<file path="src/rtl/regfile_ran_arbiter.sv">
// Round-robin burst arbiter sharing the regfile random-access port among NUM_REQ clients.
// Optional REGFILE_ARB_PRIO0_EN: requester 0 wins every idle arbitration it takes part in.
module regfile_ran_arbiter #(
   parameter int unsigned NUM_REQ    = 4,
   parameter int unsigned ADDR_WIDTH = 12,
   parameter int unsigned DATA_WIDTH = 8,
   parameter int unsigned MAX_BURST  = 16
) (
   input  logic                          clk,
   input  logic                          rst_n,
   input  logic [NUM_REQ-1:0]            req,
   input  logic [NUM_REQ-1:0]            req_we,
   input  logic [NUM_REQ-1:0]            req_last,
   input  logic [NUM_REQ*ADDR_WIDTH-1:0] req_addr,
   input  logic [NUM_REQ*DATA_WIDTH-1:0] req_wdata,
   output logic [NUM_REQ-1:0]            gnt,
   output logic [NUM_REQ-1:0]            rvalid,
   output logic [DATA_WIDTH-1:0]         rdata,
   output logic                          ran_we,
   output logic [ADDR_WIDTH-1:0]         ran_w_addr,
   output logic [DATA_WIDTH-1:0]         ran_w_data,
   output logic                          ran_re,
   output logic [ADDR_WIDTH-1:0]         ran_r_addr,
   input  logic [DATA_WIDTH-1:0]         ran_r_data
);

   localparam int unsigned PW = (NUM_REQ > 1) ? $clog2(NUM_REQ) : 1;
   localparam int unsigned CW = $clog2(MAX_BURST + 1);

   typedef enum logic {IDLE, BUSY} state_t;

   state_t                  state_q, state_d;
   logic [PW-1:0]           ptr_q, ptr_d;
   logic [PW-1:0]           owner_q, owner_d;
   logic [CW-1:0]           cnt_q, cnt_d;
   logic [NUM_REQ-1:0]      gnt_d;
   logic [NUM_REQ-1:0]      rvalid_d;
   logic [DATA_WIDTH-1:0]   rdata_q;

   logic                    owner_req;
   logic                    owner_we;
   logic                    owner_last;
   logic [ADDR_WIDTH-1:0]   sel_addr;
   logic [DATA_WIDTH-1:0]   sel_wdata;
   logic                    fire;
   logic                    win_found;
   logic [PW-1:0]           win;

   // Mux the current owner's beat fields
   always_comb begin
      owner_req  = 1'b0;
      owner_we   = 1'b0;
      owner_last = 1'b0;
      sel_addr   = '0;
      sel_wdata  = '0;
      for (int unsigned i = 0; i < NUM_REQ; i++) begin
         if (owner_q == PW'(i)) begin
            owner_req  = req[i];
            owner_we   = req_we[i];
            owner_last = req_last[i];
            sel_addr   = req_addr[i*ADDR_WIDTH +: ADDR_WIDTH];
            sel_wdata  = req_wdata[i*DATA_WIDTH +: DATA_WIDTH];
         end
      end
   end

   // Beat goes straight to the regfile in the cycle it is accepted
   always_comb begin
      fire       = (state_q == BUSY) && owner_req;
      ran_we     = fire && owner_we;
      ran_re     = fire && !owner_we;
      ran_w_addr = ran_we ? sel_addr  : '0;
      ran_w_data = ran_we ? sel_wdata : '0;
      ran_r_addr = ran_re ? sel_addr  : '0;
   end

   // Winner search starting at ptr, wrapping modulo NUM_REQ
   always_comb begin
      int unsigned idx;
      win_found = 1'b0;
      win       = '0;
      idx       = 0;
`ifdef REGFILE_ARB_PRIO0_EN
      if (req[0]) begin
         win_found = 1'b1;
         win       = '0;
      end
`endif
      for (int unsigned i = 0; i < NUM_REQ; i++) begin
         idx = (32'(ptr_q) + i) % NUM_REQ;
         if (!win_found && req[idx]) begin
            win_found = 1'b1;
            win       = PW'(idx);
         end
      end
   end

   // Next-state, grant and read-return tag
   always_comb begin
      state_d  = state_q;
      ptr_d    = ptr_q;
      owner_d  = owner_q;
      cnt_d    = cnt_q;
      gnt_d    = gnt;
      rvalid_d = '0;
      if (ran_re) begin
         rvalid_d = NUM_REQ'(1) << owner_q;
      end
      case (state_q)
         IDLE: begin
            gnt_d = '0;
            if (win_found) begin
               state_d = BUSY;
               owner_d = win;
               gnt_d   = NUM_REQ'(1) << win;
            end
         end
         BUSY: begin
            if (!owner_req || owner_last || (cnt_q == CW'(MAX_BURST - 1))) begin
               state_d = IDLE;
               ptr_d   = (owner_q == PW'(NUM_REQ - 1)) ? '0 : owner_q + PW'(1);
               cnt_d   = '0;
               gnt_d   = '0;
            end else begin
               cnt_d = cnt_q + CW'(1);
            end
         end
         default: begin
            state_d = IDLE;
            gnt_d   = '0;
         end
      endcase
   end

   always_ff @(posedge clk or negedge rst_n) begin
      if (!rst_n) begin
         state_q <= IDLE;
         ptr_q   <= '0;
         owner_q <= '0;
         cnt_q   <= '0;
         gnt     <= '0;
         rvalid  <= '0;
         rdata_q <= '0;
      end else begin
         state_q <= state_d;
         ptr_q   <= ptr_d;
         owner_q <= owner_d;
         cnt_q   <= cnt_d;
         gnt     <= gnt_d;
         rvalid  <= rvalid_d;
         if (|rvalid) begin
            rdata_q <= ran_r_data;
         end
      end
   end

   // Regfile data is valid in the rvalid cycle; hold it afterwards
   assign rdata = (|rvalid) ? ran_r_data : rdata_q;

endmodule

</file>
<file path="config.mk">
export PLATFORM = sky130hd
export DESIGN_NAME = regfile_ran_arbiter
export DESIGN_NICKNAME = d
export VERILOG_FILES = /design/src/rtl/regfile_ran_arbiter.sv
export SDC_FILE = /design/constraint.sdc
export NUM_CORES = 1
export LEC_CHECK = 0
export CAP_MARGIN = 20
export CORE_ASPECT_RATIO = 0.6
export CORE_MARGIN = 2
export CORE_UTILIZATION = 32
export CTS_BUF_LIST = sky130_fd_sc_hd__clkbuf_2
export DETAILED_ROUTE_END_ITERATION = 6
export PLACE_DENSITY = 0.79
export SYNTH_ARGS = -nofsm -noshare
export SYNTH_HDL_FRONTEND = slang
export SYNTH_SLANG_ARGS = --single-unit
</file>
<file path="constraint.sdc">
create_clock -name clk -period 2.7 [get_ports clk]
set_clock_uncertainty 0.2 [all_clocks]
set_input_delay 0.54 -clock clk [delete_from_list [all_inputs] [get_ports clk]]
set_output_delay 0.54 -clock clk [all_outputs]
set_load 0.05 [all_outputs]
</file>
==> impl_summary.log, run 1 <==
INFO  metric drc = 0
INFO  metric timing.final.hold_violations = 0
INFO  metric status = finished with violations
INFO  metric n_fill_cell = 447
INFO  metric worst_hold_path_type = in2async
INFO  metric power.density = 1290 nW/um2
INFO  metric multi_input_comb_area = about 1500 um2
INFO  metric initial_utilization = 0.337
INFO  metric setup.worst_path.start_class = register
INFO  metric power_frac_seq = 0.108
INFO  metric power.leakage = 1.82 nW
INFO  metric yosysWarningCount = 0
INFO  metric grt_start_max_net_pins = 28
INFO  metric gpl_congestion = just over 0.8
INFO  metric worst-setup-path-type = reg2out
INFO  metric detail-route-antenna-nets = 0
INFO  metric post-route-util = 0.741
INFO  metric grtUsageTotal = 0.245
INFO  metric grt_remaining_overflow = 0
INFO  metric cell_internal_pwr = 2.92 mW
INFO  metric routed_wirelength = 8940 um
INFO  metric synth_async_sr_flop_share = 1.00
INFO  metric placed_area = approximately 4300 um2
INFO  metric area_delta_synth_final = 120%
INFO  metric ys_types = 43
INFO  metric via_per_inst = roughly 5.3
INFO  metric synthesized_netlist_net_count = 350
INFO  metric worst_slew_margin_rel = 0.663
INFO  metric path_max_fanout = 7
INFO  metric first_pass_iters = 4
INFO  metric postSynthCellCount = 242
INFO  metric dr.first_iter.drc_count = 145
INFO  metric rsz0062_at_grt = yes
INFO  metric timing_worst_slew_pin_value = 0.505 ns
INFO  metric drv.max_cap_violation_count = 0
INFO  metric floorplan.die.width = 108 um
INFO  metric number_of_global_route_vias_before_repair = 2767
INFO  metric layout_worst_path_cycle_share = 1.23
INFO  metric failed_checks = negative setup slack
INFO  metric comb_power_share = 0.850
INFO  metric finalSetupViolations = 34
INFO  metric post_route_cells_drive_above_1_share = 0.364
INFO  metric peakVddDrop = 0.994 mV
INFO  metric m1WireLength = around 3700 um
INFO  metric clock_power_share = 0.042
INFO  metric io_buffer_count = 151
INFO  metric worst_hold_slack = 0.283 ns
INFO  metric clkSinkCount = 26
INFO  metric tritoncts_clock_tree = done
INFO  metric cts_max_level = 1
INFO  metric p_sw_frac = 0.506
INFO  metric synth-seq-cells = 26
INFO  metric dp.final_hpwl = 6800 um
INFO  metric final_cell_area = 4590 um2
INFO  metric syn-mean-instance-area = 8.62 um2
INFO  metric synth-main-ff-cell = dfrtp_1
INFO  metric post_cts_hold_buffer_count = 0
INFO  metric die_area = roughly 7000 um2
INFO  metric routed.top_layer = met4
INFO  metric clkTransAtPathRegs = 0.25 ns
INFO  metric synth_seq_area_share = 0.312
INFO  metric floorplan.die.height = 66.5 um
INFO  metric tmin_final = 3.33 ns
INFO  metric setup_ws = -0.629 ns
INFO  metric synthesis.area = 2090 um2
INFO  metric placeableCoreArea = about 6200 um2
INFO  metric dpl_worst_slack = -0.494 ns
INFO  metric timing.critical_path.arrival = 2.59 ns
INFO  metric clock_insertion_delay_worst_skew = ~0.37 ns
INFO  metric root_buffer = clkbuf_2
INFO  metric wire_per_inst = between 15 and 20 um
INFO  metric met2_wirelength = ~4500 um
INFO  metric num_vias = 2697
INFO  metric worst_setup_path_end_kind = output port
INFO  metric io_pins = 152
INFO  metric required = 1.96 ns
INFO  metric grt_antenna_before_repair = 1
INFO  metric synth-edff-count = 0
INFO  metric reg2reg_slack = 0.04 ns
INFO  metric switchingPower = 2.99 mW
INFO  metric cts_inserted_buffers = 3
INFO  metric grt_pass1_wl = 13800 um
INFO  metric clock.fmax = 300 MHz
INFO  metric cts.path.max_buffers = 2
INFO  metric wl_met3 = between 600 and 700 um
INFO  metric design.final.nets = 532
INFO  metric ff_latch_area = approximately 650 um2
INFO  metric drv_slew = 0
INFO  metric rows = 22
[cell usage after synthesis (2+ instances only)]
cell | instances | area (um2)
a221o_1 | 9 | 90.1
a221oi_1 | 14 | 123
a21o_1 | 2 | 15.0
nand2b_1 | 2 | 12.5
a22o_1 | 4 | 35.0
mux2_2 | 11 | 124
or2_2 | 2 | 12.5
nor4_2 | 2 | 25.0
nor2_2 | 3 | 18.8
o2bb2ai_1 | 2 | 17.5
nor3_1 | 4 | 20.0
nor4_1 | 3 | 18.8
ha_1 | 6 | 75.1
inv_1 | 12 | 45.0
buf_6 | 2 | 22.5
dfrtp_1 | 26 | 651
o31a_1 | 12 | 105
a211oi_1 | 2 | 15.0
nand3b_1 | 2 | 15.0
nor2_1 | 35 | 131
nand2_1 | 23 | 86.3
o211ai_1 | 9 | 67.6
nor2b_1 | 5 | 31.3
o21ai_0 | 2 | 10.0
clkbuf_1 | 14 | 52.6
nor2_4 | 6 | 67.6
a21oi_1 | 12 | 60.1
[layer usage]
metal,vias up,GRT usage
met4,0,0.0433
met5,-,0
met1,1314,0.304
met2,112,0.444
li1,1261,-
met3,10,0.0548
[final cells by class]
type | instances | share of cell area
Antenna cell | 1 | 0.000545
Sequential cell | 26 | 0.142
Multi-Input combinational cell | 185 | 0.317
Tap cell | 84 | 0.0229
Inverter | 13 | 0.0128
Clock buffer | 3 | 0.00327
Timing Repair Buffer | 195 | 0.495
Clock inverter | 1 | 0.00654
[power groups by stage]
stage	Combinational [mW]	Sequential, mW	Clock, mW
6_report	5.03	0.638	0.251
5_1_grt	5.33	0.653	0.277
4_1_cts	4.88	0.627	0.256
2_1_floorplan	2.68	0.755	0
3_5_place_dp	4.61	0.630	0
3_3_place_gp	4.54	0.618	0
[through the flow]
stage,std cells,setup TNS (ns),power (mW)
2_1_floorplan,242,-9.43,3.43
3_3_place_gp,495,-10.72,5.16
3_5_place_dp,495,-10.72,5.24
5_1_grt,508,-21.52,6.26
6_report,508,-17.03,5.92
4_1_cts,505,-17.88,5.77
[flip-flops by register name (all words and copies together) (netlist names)]
register and cells:
rdata_q 8, state_q 1, ptr_q 2, rvalid 4, cnt_q 5, gnt 4
owner_q 2
[critical path, stage by stage, from the launching register on]
cell     delay, ns
dfrtp_1       0.46
buf_6         0.14
ha_4          0.16
nor3b_1       0.14
a211o_1       0.30
or4_4         0.56
buf_12        0.19
nor2_4        0.13
buf_12        0.14
[cell families after synthesis]
family | synth area share
AND/OR/NAND/NOR | 0.241
buffers and inverters | 0.0690
multiplexers | 0.0642
flip-flops | 0.312
AO/OA/AOI/OAI | 0.278
adder cells (fa/ha/maj) | 0.0360
[repair_timing]
action | in CTS | in global routing
cloned | 1 | 0
endpoints found under the hold margin | 0 | 0
setup endpoints to repair | 34 | 42
pin swaps | 11 | 8
resized for setup | 28 | 13
buffers inserted | 5 | 2
[worst paths after layout]
| kind | endpoint | cells past startpoint | from |
|---|---|---|---|
| min in group clk | gnt[1] | 1 | gnt[1] |
| max in group asynchronous | owner_q[0] | 2 | rst_n |
| hold / removal | gnt[0] | 2 | rst_n |
| hold reg to reg | gnt[1] | 1 | gnt[1] |
| setup reg to reg | ptr_q[1] | 10 | owner_q[1] |
| setup / recovery | ran_r_addr[8] | 8 | owner_q[1] |
[cell usage in the layout (no fill, tap or decap), drive strengths merged, types with 2 or more instances in the layout]
master / instances
a21o: 2
nand2: 23
or2: 2
a211oi: 2
a221oi: 14
clkdlybuf4s50: 109
ha: 6
a21oi: 12
o31a: 12
buf: 86
o21ai: 2
clkinvlp: 2
o2bb2ai: 2
dfrtp: 26
nand3b: 3
a221o: 9
nor3: 4
clkbuf: 3
mux2: 11
inv: 11
nor4: 5
o211ai: 9
nor2: 44
nor2b: 5
a22o: 4
nand2b: 2
Note: power is estimated with default switching activity, not from simulation.
==> run 2, diff against run 1 <==
--- a/config.mk
+++ b/config.mk
@@ -11,6 +11,8 @@
 export CORE_UTILIZATION = 32
 export CTS_BUF_LIST = sky130_fd_sc_hd__clkbuf_2
 export DETAILED_ROUTE_END_ITERATION = 6
+export GPL_ROUTABILITY_DRIVEN = 0
+export MAX_ROUTING_LAYER = met4
 export PLACE_DENSITY = 0.79
 export SYNTH_ARGS = -nofsm -noshare
 export SYNTH_HDL_FRONTEND = slang
==> run 2 against run 1 <==
  * The run still ends with negative setup slack left
  * Critical path depth unchanged
  * Sequential power about the same
  * Cell area unchanged
  * Clock-buffer cell count unchanged
  * Via count down 0.44%
  * Sequential share of layout area unchanged
  * Global-route usage up 0.65 points
  * Core utilization unchanged
  * Non-clock buffer count unchanged
  * Sequential cell count unchanged
  * Die area unchanged
  * Register-to-register slack better by 0.02 ns
  * Critical endpoint is now ran_r_addr[1]
  * Largest cell class unchanged
==> impl_summary.log, run 2 (synthesis gave the netlist of run 1 again) <==
INFO  metric timing_worst_slew_pin_value = between 0.5 and 0.6 ns
INFO  metric final_cell_area = 4590 um2
INFO  metric io_pins = between 150 and 200
INFO  metric largest_register_ffs = 8
INFO  metric clkSinkCount = 26
INFO  metric tritoncts_clock_tree = done
INFO  metric p_sw_frac = 0.505
INFO  metric clock_power_share = 0.042
INFO  metric largest-register = rdata_q
INFO  metric worst_setup_path_end_kind = output port
INFO  metric grt_remaining_overflow = 0
INFO  metric grt_pass1_wl = roughly 14000 um
INFO  metric tmin_final = 3.31 ns
INFO  metric placed_area = 4320 um2
INFO  metric layout.cells.most_common = clkdlybuf4s50_1
INFO  metric drv.max_cap_violation_count = 0
INFO  metric io_buffer_count = ~150
INFO  metric wire_per_inst = 17.5 um
INFO  metric failed_checks = negative setup slack
INFO  metric place.detailed.instances = roughly 500
INFO  metric busiest_layer = met2
INFO  metric timing.final.hold_violations = 0
INFO  metric power.density = between 1000 and 1500 nW/um2
INFO  metric floorplan.die.width = 108 um
INFO  metric use_met3 = 0.0489
INFO  metric worst_slew_margin_rel = 0.663
INFO  metric grt_use_met1 = 0.307
INFO  metric detail-route-antenna-nets = 0
INFO  metric root_buffer = clkbuf_2
INFO  metric required = about 2 ns
INFO  metric dr.first_iter.drc_count = roughly 160
INFO  metric area_delta_synth_final = 120%
INFO  metric grtUsageTotal = 0.252
INFO  metric rows = 22
INFO  metric first_pass_iters = 4
INFO  metric drc = 0
INFO  metric floorplan.die.height = between 60 and 70 um
INFO  metric finalSetupViolations = 34
INFO  metric peakVddDrop = a little under 1 mV
INFO  metric worst_hold_path_type = in2async
INFO  metric placeableCoreArea = 6190 um2
INFO  metric power_frac_seq = 0.108
INFO  metric cts_max_level = 1
INFO  metric drv_slew = 0
INFO  metric switchingPower = 2.98 mW
INFO  metric setup.worst_path.start_class = register
INFO  metric rsz0062_at_grt = yes
INFO  metric cts_inserted_buffers = 3
INFO  metric worst-setup-path-type = reg2out
INFO  metric mostFrequentLayoutCells = 109 x clkdlybuf4s50_1, 38 x buf_12, 37 x buf_4
INFO  metric clock_insertion_delay_worst_skew = 0.36 ns
INFO  metric design.final.nets = 532
INFO  metric cts.path.max_buffers = 2
INFO  metric clkTransAtPathRegs = 0.25 ns
INFO  metric clock.fmax = 302 MHz
INFO  metric die_area = 7200 um2
INFO  metric number_of_global_route_vias_before_repair = 2758
INFO  metric path_max_fanout = 7
INFO  metric grt_antenna_before_repair = 1
INFO  metric post_cts_hold_buffer_count = 0
INFO  metric finalNonFillerCells = 508
INFO  metric via_per_inst = 5.29
INFO  metric timing.critical_path.arrival = 2.57 ns
INFO  metric status = finished with violations
INFO  metric post_route_cells_drive_above_1_share = 0.364
INFO  metric cell_internal_pwr = 2.92 mW
INFO  metric worst_reg_to_reg_path_cell_count = 10
INFO  metric num_vias = 2685
INFO  metric setup_ws = -0.611 ns
INFO  metric dp.final_hpwl = 6800 um
INFO  metric routed_wirelength = about 9000 um
INFO  metric layout_worst_path_cycle_share = 1.23
INFO  metric comb_power_share = 0.850
INFO  metric global_route.usage.met2 = 0.444
INFO  metric top_regs = rdata_q (8), cnt_q (5)
INFO  metric grt_start_max_net_pins = 28
INFO  metric initial_utilization = 0.337
INFO  metric power.leakage = ~1.8 nW
run 2: cell counts in the layout (fill, tap and decap cells not counted):
No cell type changed its count.
run 2: path summary, 6_finish.rpt:
path                            start            end  slack [ns]
max in group asynchronous       rst_n      rvalid[1]        1.75
setup / recovery           owner_q[1]  ran_r_addr[1]       -0.61
hold / removal                  rst_n         gnt[3]        0.29
setup reg to reg           owner_q[1]       ptr_q[1]        0.06
min in group clk               gnt[1]         gnt[1]        0.32
hold reg to reg                gnt[1]         gnt[1]        0.32
run 2: worst max-delay path: stages (launching register included):
cell and delay, ns:
dfrtp_1 0.46, buf_6 0.14, ha_4 0.16, nor3b_1 0.14
a211o_1 0.30, or4_4 0.56, buf_12 0.19, nor2_4 0.12
buf_12 0.14
run 2: area by class of cell:
class | count | area, um2
antenna | 1 | 2.50
clock buffer | 3 | 15.0
clock inverter | 1 | 30.0
fill | 447 | 1610
inverter | 13 | 58.8
multi-input combinational | 185 | 1460
sequential | 26 | 652
tap | 84 | 105
timing repair buffer | 195 | 2270
run 2: per-layer routing:
layer  share of wire  wire [um]  vias up
met5               0          0        -
met4          0.0054         48        0
met3           0.071        631        4
met2            0.52       4600      125
met1            0.41       3620     1295
li1                -          -     1261
run 2: power groups by stage:
| stage | Combinational [mW] | Sequential (mW) | Clock, mW |
|---|---|---|---|
| after floorplan | 2.68 | 0.755 | 0 |
| after global placement | 4.54 | 0.618 | 0 |
| after detailed placement | 4.61 | 0.630 | 0 |
| after CTS | 4.88 | 0.627 | 0.256 |
| after global routing | 5.32 | 0.653 | 0.277 |
| final | 5.02 | 0.638 | 0.247 |
run 2: stage by stage:
| step | utilization | hold WS [ns] | power [mW] | TNS, ns | setup WS (ns) |
|---|---|---|---|---|---|
| after floorplan | - | 0.0444 | 3.43 | -9.43 | -0.353 |
| after global placement | 0.698 | 0.276 | 5.16 | -10.72 | -0.480 |
| after detailed placement | 0.698 | 0.275 | 5.24 | -10.72 | -0.494 |
| after CTS | 0.731 | 0.282 | 5.77 | -17.88 | -0.634 |
| after global routing | 0.741 | 0.254 | 6.25 | -21.43 | -0.720 |
| final | 0.741 | 0.288 | 5.90 | -16.65 | -0.611 |
run 2: what timing repair did:
item                                    4_1_cts  5_1_grt
cloned                                        1        0
pin swaps                                    11        5
gates resized for setup                      28       13
endpoints found under the setup margin       34       42
buffers inserted                              5        2
==> run 3, diff against run 2 <==
--- a/config.mk
+++ b/config.mk
@@ -17,3 +17,4 @@
 export SYNTH_ARGS = -nofsm -noshare
 export SYNTH_HDL_FRONTEND = slang
 export SYNTH_SLANG_ARGS = --single-unit
+export TNS_END_PERCENT = 50
==> run 3 against run 2 <==
  * The run still ends with negative setup slack left
  * Combinational power is 3% higher
  * Register-to-register slack better by 0.04 ns
  * Clock power hardly changed
  * Power is 2.2% higher
  * Via count is 0.74% lower
  * Routed wire length is 1.1% higher
==> impl_summary.log, run 3 (synthesis gave the netlist of run 1 again) <==
INFO  metric status = finished with violations
INFO  metric reg2reg_slack = approximately 0.1 ns
INFO  metric worst_slew_margin_rel = 0.648
INFO  metric grt_start_max_net_pins = 35
INFO  metric setup_ws = -0.639 ns
INFO  metric drv_slew = 0
INFO  metric required = just under 2 ns
INFO  metric timing.critical_path.arrival = 2.60 ns
INFO  metric cts_max_level = 1
INFO  metric power.leakage = 1.83 nW
INFO  metric finalSetupViolations = 34
INFO  metric cts.path.max_buffers = 2
INFO  metric worst-setup-path-type = reg2out
INFO  metric tritoncts_clock_tree = done
INFO  metric layout_worst_path_cycle_share = 1.24
INFO  metric power = between 6 and 7 mW
INFO  metric floorplan.die.height = 66.5 um
INFO  metric placeableCoreArea = 6190 um2
INFO  metric clock.fmax = 300 MHz
INFO  metric largest_register_ffs = 8
INFO  metric tmin_final = 3.34 ns
INFO  metric clkSinkCount = 26
INFO  metric post_cts_hold_buffer_count = 0
INFO  metric layout.cells.most_common = clkdlybuf4s50_1
INFO  metric die_area = 7200 um2
INFO  metric cts_inserted_buffers = 3
INFO  metric power.density = about 1300 nW/um2
INFO  metric setup.worst_path.start_class = register
INFO  metric number_of_global_route_vias_before_repair = 2646
INFO  metric antenna_diodes = 0
INFO  metric dpl_worst_slack = -0.521 ns
INFO  metric path_max_fanout = 7
INFO  metric largest-register = rdata_q
INFO  metric rows = 22
INFO  metric io_buffer_count = 151
INFO  metric dr.first_iter.drc_count = 120
INFO  metric grt_remaining_overflow = 0
INFO  metric routed_wirelength = 9000 um
INFO  metric grt_pass1_wl = 12700 um
INFO  metric rsz0062_at_grt = yes
INFO  metric area_delta_synth_final = 125%
INFO  metric root_buffer = clkbuf_2
INFO  metric wire_per_inst = around 18 um
INFO  metric r2r_start = owner_q[1]
INFO  metric grt_antenna_before_repair = 0
INFO  metric drv.max_cap_violation_count = 0
INFO  metric slowest_cell_on_the_critical_path = or4_4
INFO  metric cp_cell_sequence = buf_6 > ha_4 > nor3b_4 > a211o_1 > or4_4 > clkbuf_16 > nor2_4 > buf_12
INFO  metric design.final.nets = 531
INFO  metric clock_insertion_delay_worst_skew = around 0.36 ns
INFO  metric dp.final_hpwl = 6630 um
INFO  metric peakVddDrop = ~1.0 mV
INFO  metric failed_checks = negative setup slack
INFO  metric top_regs = rdata_q (8), cnt_q (5)
INFO  metric post-route-util = 0.756
INFO  metric timing.final.hold_violations = 0
INFO  metric timing_worst_slew_pin_value = 0.526 ns
INFO  metric crit_path_max_incr_delay = 0.53 ns
INFO  metric num_vias = around 2700
INFO  metric drc = 0
INFO  metric detail-route-antenna-nets = 0
INFO  metric mostFrequentLayoutCells = 109 x clkdlybuf4s50_1, 40 x buf_4, 37 x buf_12
INFO  metric io_pins = 152
INFO  metric via_per_inst = 5.27
INFO  metric grtUsageTotal = 0.232
INFO  metric worst_hold_path_type = in2async
INFO  metric worst_setup_path_end_kind = output port
INFO  metric clkTransAtPathRegs = 0.26 ns
INFO  metric first_pass_iters = 4
INFO  metric floorplan.die.width = 108 um
INFO  metric timing.critical_path.from = owner_q[1]
INFO  metric post_route_cells_drive_above_1_share = 0.365
INFO  metric initial_utilization = 0.337
-- run 3: cell types whose count changed in the layout (fill, tap and decap cells not counted), moves of 3 or more --
| cell | change |
|---|---|
| nor2_2 | -9 |
| nor2_4 | +9 |
| a21oi_4 | +7 |
| a21oi_2 | -6 |
| buf_6 | -6 |
| buf_4 | +3 |
-- run 3: per-stage QoR --
stage          TNS, ns  instances  cell area (um2)  hold slack, ns
2_1_floorplan    -9.98        242             2160          0.0444
3_5_place_dp    -13.66        491             4270           0.289
5_1_grt         -22.23        506             4680           0.300
4_1_cts         -19.35        497             4350           0.313
6_report        -18.28        506             4680           0.297
3_3_place_gp    -12.24        491             4270           0.278
-- run 3: power by group --
part / switching (mW) / internal, mW
clock network: 0.117 / 0.127
logic: 2.90 / 2.25
registers: 0.0939 / 0.540
total: 3.11 / 2.92
-- run 3: path summary, 6_finish.rpt --
path | to | cells after the start
min in group clk | rdata_q[7] | 1
hold / removal | cnt_q[1] | 2
setup reg to reg | ptr_q[0] | 9
setup / recovery | ran_r_addr[4] | 8
max in group asynchronous | cnt_q[2] | 2
hold reg to reg | rdata_q[7] | 1
-- run 3: final cells by class --
class	instances	area (um2)
Timing Repair Buffer	194	2260
Inverter	13	58.8
Sequential cell	26	652
Clock buffer	3	15.0
Multi-Input combinational cell	185	1570
Fill cell	416	1510
Tap cell	84	105
Clock inverter	1	30.0
-- run 3: layer usage --
| layer | up-vias | part of all wire | GRT usage |
|---|---|---|---|
| li1 | 1258 | - | - |
| met1 | 1281 | 0.41 | 0.265 |
| met2 | 114 | 0.50 | 0.430 |
| met3 | 12 | 0.074 | 0.0499 |
| met4 | 0 | 0.012 | 0.0337 |
| met5 | - | 0 | - |
-- run 3: critical path: cells and delay by family, from the launching register on --
kind | cells | cell delay, ns
DFF | 1 | 0.49
AOI/OAI and AO/OA | 1 | 0.29
and+or+nand+nor | 3 | 0.79
buffers and inverters | 3 | 0.49
adders and majority gates | 1 | 0.17
-- run 3: what timing repair did --
action,CTS,global route
gates cloned,0,4
setup buffers,2,5
resized for setup,6,58
setup endpoints to repair,34,34
hold endpoints to repair,0,0
pin swaps,0,4
